**src/rtl/nrisc_fetch_unit.sv**
```systemverilog
// nrisc_fetch_unit: PC, instruction fetch and IR stage of the 8-bit nRisc core
module nrisc_fetch_unit #(
    parameter logic [7:0] RESET_PC   = 8'h00,
    parameter logic [7:0] HALT_INSTR = 8'hFF,
    parameter int         CNT_W      = 16
) (
    input  logic             clock,
    input  logic             reset_n,
    input  logic             start,
    input  logic             stall,
    input  logic             jump,
    input  logic [7:0]       jump_target,
    input  logic             branch,
    input  logic [7:0]       branch_off,
    input  logic [7:0]       instr,
    output logic [7:0]       Endereco,
    output logic [7:0]       ir,
    output logic [7:0]       ir_pc,
    output logic             ir_valid,
    output logic             halted,
    output logic [CNT_W-1:0] fetch_count
);
    typedef enum logic [1:0] {IDLE, RUN, HALTED} state_t;

    state_t             state_q, state_d;
    logic [7:0]         pc_q, pc_d, ir_q, ir_d, ir_pc_q, ir_pc_d;
    logic               ir_valid_q, ir_valid_d, halted_q, halted_d;
    logic [CNT_W-1:0]   cnt_q, cnt_d;

    // State register; reset returns everything to its idle values immediately
    always_ff @(posedge clock or negedge reset_n) begin
        if (!reset_n) begin
            state_q    <= IDLE;
            pc_q       <= RESET_PC;
            ir_q       <= '0;
            ir_pc_q    <= '0;
            ir_valid_q <= 1'b0;
            halted_q   <= 1'b0;
            cnt_q      <= '0;
        end else begin
            state_q    <= state_d;
            pc_q       <= pc_d;
            ir_q       <= ir_d;
            ir_pc_q    <= ir_pc_d;
            ir_valid_q <= ir_valid_d;
            halted_q   <= halted_d;
            cnt_q      <= cnt_d;
        end
    end

    // Next state: jump beats a branch on a live IR, both beat stall, otherwise capture and advance
    always_comb begin
        state_d    = state_q;
        pc_d       = pc_q;
        ir_d       = ir_q;
        ir_pc_d    = ir_pc_q;
        ir_valid_d = ir_valid_q;
        halted_d   = halted_q;
        cnt_d      = cnt_q;
        unique case (state_q)
            IDLE: begin
                ir_valid_d = 1'b0;
                if (start) state_d = RUN;
            end
            RUN: begin
                if (jump) begin
                    pc_d       = jump_target;
                    ir_valid_d = 1'b0;
                end else if (branch && ir_valid_q) begin
                    pc_d       = ir_pc_q + branch_off;
                    ir_valid_d = 1'b0;
                end else if (!stall) begin
                    ir_d       = instr;
                    ir_pc_d    = pc_q;
                    ir_valid_d = 1'b1;
                    cnt_d      = (cnt_q == '1) ? cnt_q : cnt_q + 1'b1;
                    if (instr == HALT_INSTR) begin
                        state_d  = HALTED;
                        halted_d = 1'b1;
                    end else begin
                        pc_d = pc_q + 8'd1;
                    end
                end
            end
            HALTED: ir_valid_d = 1'b0;
            default: state_d = IDLE;
        endcase
    end

    assign Endereco    = pc_q;
    assign ir          = ir_q;
    assign ir_pc       = ir_pc_q;
    assign ir_valid    = ir_valid_q;
    assign halted      = halted_q;
    assign fetch_count = cnt_q;
endmodule

```
**config.mk**
```make
export PLATFORM = sky130hd
export DESIGN_NAME = nrisc_fetch_unit
export DESIGN_NICKNAME = d
export VERILOG_FILES = /design/src/rtl/nrisc_fetch_unit.sv
export SDC_FILE = /design/constraint.sdc
export NUM_CORES = 1
export LEC_CHECK = 0
export BUFFER_PORTS_ARGS = -buffer_cell sky130_fd_sc_hd__buf_2
export CORE_ASPECT_RATIO = 0.9
export CORE_MARGIN = 3
export CORE_UTILIZATION = 45
export CTS_CLUSTER_SIZE = 12
export DETAILED_ROUTE_END_ITERATION = 16
export PLACE_DENSITY = 0.8
export SLEW_MARGIN = 10
export SYNTH_ARGS = -nofsm -noshare
export SYNTH_HDL_FRONTEND = slang
export SYNTH_SLANG_ARGS = --single-unit
```
**constraint.sdc**
```tcl
create_clock -name clock -period 1.8 [get_ports clock]
set_input_delay 0.18 -clock clock [delete_from_list [all_inputs] [get_ports clock]]
set_output_delay 0.18 -clock clock [all_outputs]
set_load 0.01 [all_outputs]
```
=== After elaboration in Yosys (flattened, before gate mapping) ===
Index checks and enable logic that the tools add are counted.

* Add/subtract/negate cells: 3
* Eq/ne operators: 12
* Muxes and demuxes: 14
* Bitwise operators: 5
* Reductions and logical operators: 10

{| class="wikitable"
|+ Operators by type and width
! cell !! count
|-
| two-way mux 8 bit || 4
|-
| adder 16 x 1 -> 16 bit (second input constant) || 1
|-
| == test 16 bit (second input constant) || 1
|-
| two-way mux 2 bit || 5
|-
| != test 2 bit (second input constant) || 5
|-
| AND reduction 5 bit || 2
|-
| adder 8 x 1 -> 8 bit (second input constant) || 1
|-
| adder 8 bit || 1
|-
| == test 8 bit (second input constant) || 1
|-
| one-hot mux 2 bit (3 select lines) || 1
|-
| AND reduction 6 bit || 1
|-
| inverter 1 bit || 5
|-
| != test 4 bit (second input constant) || 1
|-
| AND reduction 4 bit || 1
|-
| two-way mux 1 bit || 3
|-
| != test 3 x 1 -> 1 bit (second input constant) || 1
|-
| != test 3 bit (second input constant) || 1
|-
| AND reduction 3 bit || 1
|-
| == test 2 x 1 -> 1 bit (second input constant) || 1
|-
| == test 2 bit (second input constant) || 1
|-
| zero test 2 bit || 1
|-
| one-hot mux 1 bit (2 select lines) || 1
|-
| AND reduction 2 bit || 1
|-
| nonzero test 2 bit || 1
|-
| 2 further kinds || 2
|}

* Bits in registers: 44
* Bits of input ports: 30
* Output and inout port bits: 42
* Logic and storage cells: 51

=== Logic depth before layout (Yosys ltp) ===
* Word-level depth: 6
* Mapped depth: 8
* Mapped depth without buffers: 8

=== Worst setup path before layout ===
No wires, ideal clock.

* Path type: flip-flop to flip-flop
* Start point: reg ir_valid_q (netlist: ir_valid)
* End point: reg cnt_q[1] (netlist: fetch_count[1])
* Setup time: 0.125 ns
* Arrival time: 1.766 ns
* Required time: 1.675 ns
* Setup slack: -0.091 ns
* Cell stages (with the launch flop): 6
* Path buffers: 1
* Clock period less this slack: 1.891 ns
* Path through: dfrtp_1 -> and2_4 -> or4_4 -> buf_2 -> nor2_1 -> mux2_2

* Word-level cells in the longest chain between the ends: 3

{| class="wikitable"
|+ Ends and longest elaborated chain
! item !! line !! text
|-
| from (decl) || 27 || <nowiki>logic ir_valid_q, ir_valid_d, halted_q, halted_d;</nowiki>
|-
| from (signal assigned) || 45 || <nowiki>ir_valid_q <= ir_valid_d;</nowiki>
|-
| logical AND 1 bit || 69 || <nowiki>end else if (branch && ir_valid_q) begin</nowiki>
|-
| inverter 1 bit (no line) || - ||
|-
| AND reduction 5 bit (no line) || - ||
|-
| to (signal assigned) || 47 || <nowiki>cnt_q <= cnt_d;</nowiki>
|-
| to (decl) || 28 || <nowiki>logic [CNT_W-1:0] cnt_q, cnt_d;</nowiki>
|}

Every way passes these cells.
A chain may end at the register's enable or synchronous reset.

=== Worst setup path in the final report ===
* Start point: reg ir_pc_q[0] (netlist: ir_pc[0])
* End point: reg pc_q[6] (netlist: Endereco[6])

* Word-level cells in the longest chain between the ends: 3

{| class="wikitable"
|+ Ends and longest elaborated chain
! item !! line !! text
|-
| from (decl) || 26 || <nowiki>logic [7:0] pc_q, pc_d, ir_q, ir_d, ir_pc_q, ir_pc_d;</nowiki>
|-
| from (signal assigned) || 44 || <nowiki>ir_pc_q <= ir_pc_d;</nowiki>
|-
| adder 8 bit || 70 || <nowiki>pc_d = ir_pc_q + branch_off;</nowiki>
|-
| two-way mux 8 bit || 69 ||
|-
| two-way mux 8 bit || 66 || <nowiki>if (jump) begin</nowiki>
|-
| to (signal assigned) || 42 || <nowiki>pc_q <= pc_d;</nowiki>
|-
| to (decl) || 26 ||
|}

Every way passes these cells.

==> impl_metrics.csv <==
group,metric,value,unit
critical_path,r2r_start,"ir_pc[0]$_DFFE_PN0P_",
cells_and_area,finalNonFillerCells,441,
min_path,hold_start,"instr[7]",
logic_synthesis,ys_seq_elements,44,
sta,max_slew_margin,73.6,%
logic_synthesis,synth_area_per_cell,8.98,sq um
sta,final_hold_viol_count,0,
sta,worst_slew_pin_slew,0.393,ns
detailed_routing,num_vias,2440,
sta,hold_ws,0.0949,ns
sta,fin_skew,0.0113,ns
die,fp.dieArea,6370,sq um
pwr,power_leakage,0.00164,uW
global_route,grt_overflow,0,
cts,cts_tree,"built",
detailed_routing,drt-wirelength-per-cell,15.6,microns
outcome,status,"finished, violations left",
place,gp_congestion,0.852,
critical_path,cp_max_fo,3,
logic_synthesis,yosys-top-cells-count,"nand2_1, dfrtp_1, o21ai_0",
min_path,hold_end,"ir[7]$_DFFE_PN0P_",
sta,setup_viol,2,
global_route,grt_pass1_wl,11.2,mm
cells_and_area,fin_nets,415,
detailed_routing,avgViaCountPerCell,5.53,
job,cap_violations,0,
min_path,hold_path_class,"in -> reg",
critical_path,r2r_setup_slack,-0.06,ns
pwr,max-vdd-ir-drop,0.579,mV
cts,clk_root_buffer_cell,"clkbuf_8",
logic_synthesis,ys_seq_area_share,44.9,%
logic_synthesis,yosysUniqueCellTypes,46,
die,initial_core_util,48.6,%
cts,cts_made_buffers,5,
sta,finalCritPeriodShare,104,%
die,ios,72,
logic_synthesis,synthCells,273,
place,place_ws,-0.0850,ns
critical_path,reg2reg_depth,7,
logic_synthesis,netlist.area_leader.share,44.9,%
cells_and_area,final_layout_size_suffix_gt1_share,33.8,%
die,die_h,76.0,microns
cts,clock_sinks,44,
place,dp_hpwl,5.03,mm
critical_path,worstSetupPathType,"reg -> reg",
critical_path,cp.arrival,2.04,ns
cts,path_clk_slew,0.09,ns
cts,clockBufferDepth,2,
outcome,violations,"negative setup slack",
logic_synthesis,syn_nets,313,
global_route,grt_max_degree,20,
die,fp-row-count,24,
logic_synthesis,synthFlopType,"dfrtp_1",
logic_synthesis,synth_area_leaders,"dfrtp_1, nand2_1, ha_1",
logic_synthesis,netlist_area,2450,sq um
cts,clkLatencyLatePin,0.30,ns
critical_path,rr_endpoint,"Endereco[6]$_DFFE_PN0P_",
critical_path,cp-end-kind,"flip-flop",
die,die_w,83.8,microns
global_route,antenna_found_initial,0,
sta,fin_ws,-0.0639,ns
detailed_routing,drt_pass1_iterations,4,
logic_synthesis,synth-edff-count,0,
global_route,grt_usage,21.1,%
sta,grt_setup_unrepaired,"yes",
logic_synthesis,synth.largest_area_cell,"dfrtp_1",
detailed_routing,ant_nets,0,
cts,cts_htree_levels,2,
cells_and_area,syn2layout_area_growth,33.2,%
pwr,power_density,980,nW/um^2
global_route,grt_pass1_vias,2353,
sta,min_period,1.86,ns
sta,drv_slew,0,
place,placed_cells,427,
logic_synthesis,ys_async_sr_fraction,100,%
die,core,5040,sq um
logic_synthesis,yosysMostFrequentCell,"nand2_1",
detailed_routing,finalWirelength,6.89,mm
critical_path,cp.required,1.98,ns
critical_path,cp-start-kind,"flip-flop",
place,port_buffers,71,
detailed_routing,drc,0,
cells_and_area,num-fill-cells,446,
cells_and_area,insertedDiodeCount,0,
logic_synthesis,synth_warnings,0,
cells_and_area,multi_input_area,1340,sq um
cells_and_area,ff_latch_area,1100,sq um
detailed_routing,dr.first_iter.drc_count,115,
sta,max_clock_freq,537,MHz
min_path,whs_path_depth,3,
placed cells by master, fill, tap and decap left out, drive strengths merged, types with 8 or more instances in the layout:
| master | n |
|---|---|
| xnor2 | 11 |
| o21ai | 18 |
| ha | 9 |
| a21oi | 16 |
| buf | 103 |
| xor2 | 8 |
| dfrtp | 44 |
| nand4 | 10 |
| nand3 | 16 |
| nand2 | 55 |
| nor2 | 14 |
final cells by class:
class                   instances  area share (%)
well taps                      65            2.49
clock buffers                   6            2.22
inverters                       6           0.690
repair buffers                104            18.7
clock inverters                 2            1.07
flip-flops and latches         44            33.7
multi-input cells             214            41.1
power by group:
group	internal [uW]	leakage (uW)	switching, uW
Clock	412	0.0000552	340
Sequential	1160	0.000557	171
Combinational	511	0.00103	610
Total	2080	0.00164	1120
repair_timing:
item	in CTS	in global routing
cloned	0	0
pin swaps	2	8
buffers inserted	0	5
setup endpoints to repair	3	8
hold endpoints to repair	11	0
gates resized for setup	5	9
hold buffers	1	0
through the flow:
| step | total power [uW] | cell area [sq um] | TNS (ns) | utilization [%] |
|---|---|---|---|---|
| floorplan | 1890 | 2460 | 0 | - |
| global placement | 2340 | 3070 | 0 | 60.8 |
| detailed placement | 2380 | 3070 | -0.0850 | 60.8 |
| CTS | 3170 | 3210 | 0 | 63.6 |
| global route | 3390 | 3260 | -0.473 | 64.7 |
| finish | 3200 | 3260 | -0.0730 | 64.7 |
routing by layer:
metal  vias up  routed length (microns)  global-route usage, %
met2        90                     3250                   34.4
met5         -                        0                      0
met1      1166                     3070                   29.3
li1       1174                        -                      -
met3        10                      501                   4.22
met4         0                       63                   4.34
registers in the layout, indices dropped and copies added (netlist names):
| signal | count |
|---|---|
| halted | 1 |
| state_q | 2 |
| ir | 8 |
| ir_pc | 8 |
| ir_valid | 1 |
| Endereco | 8 |
| fetch_count | 16 |
logic make-up after synthesis:
kind of cell	after synthesis	synth area share, %
mux	2	0.868
xor+xnor	19	6.79
compound gates	51	12.6
simple gates	132	27.0
flops	44	44.9
buf+inv	15	2.45
fa+ha+maj	10	5.41
worst max path at each step:
stage                               from                     endpoint  slack, ns  cells past startpoint
finish              ir_pc[0]$_DFFE_PN0P_      Endereco[6]$_DFFE_PN0P_      -0.06                      7
global route        ir_pc[0]$_DFFE_PN0P_      Endereco[4]$_DFFE_PN0P_       -0.1                      8
CTS                 ir_pc[3]$_DFFE_PN0P_      Endereco[4]$_DFFE_PN0P_      0.004                      6
detailed placement  ir_pc[0]$_DFFE_PN0P_      Endereco[6]$_DFFE_PN0P_      -0.08                      7
global placement    ir_pc[0]$_DFFE_PN0P_      Endereco[4]$_DFFE_PN0P_       0.05                      8
floorplan           ir_valid$_DFFE_PN0P_  fetch_count[12]$_DFFE_PN0P_     0.0007                      5
critical path: stages, from the launching register on:
cell      delay [ns]
dfrtp_1         0.37
ha_2            0.19
inv_2           0.04
fa_2            0.39
nand2b_4        0.16
a21oi_4         0.14
o311ai_1        0.14
o31ai_1         0.29
(Power assumes the default switching activity.)
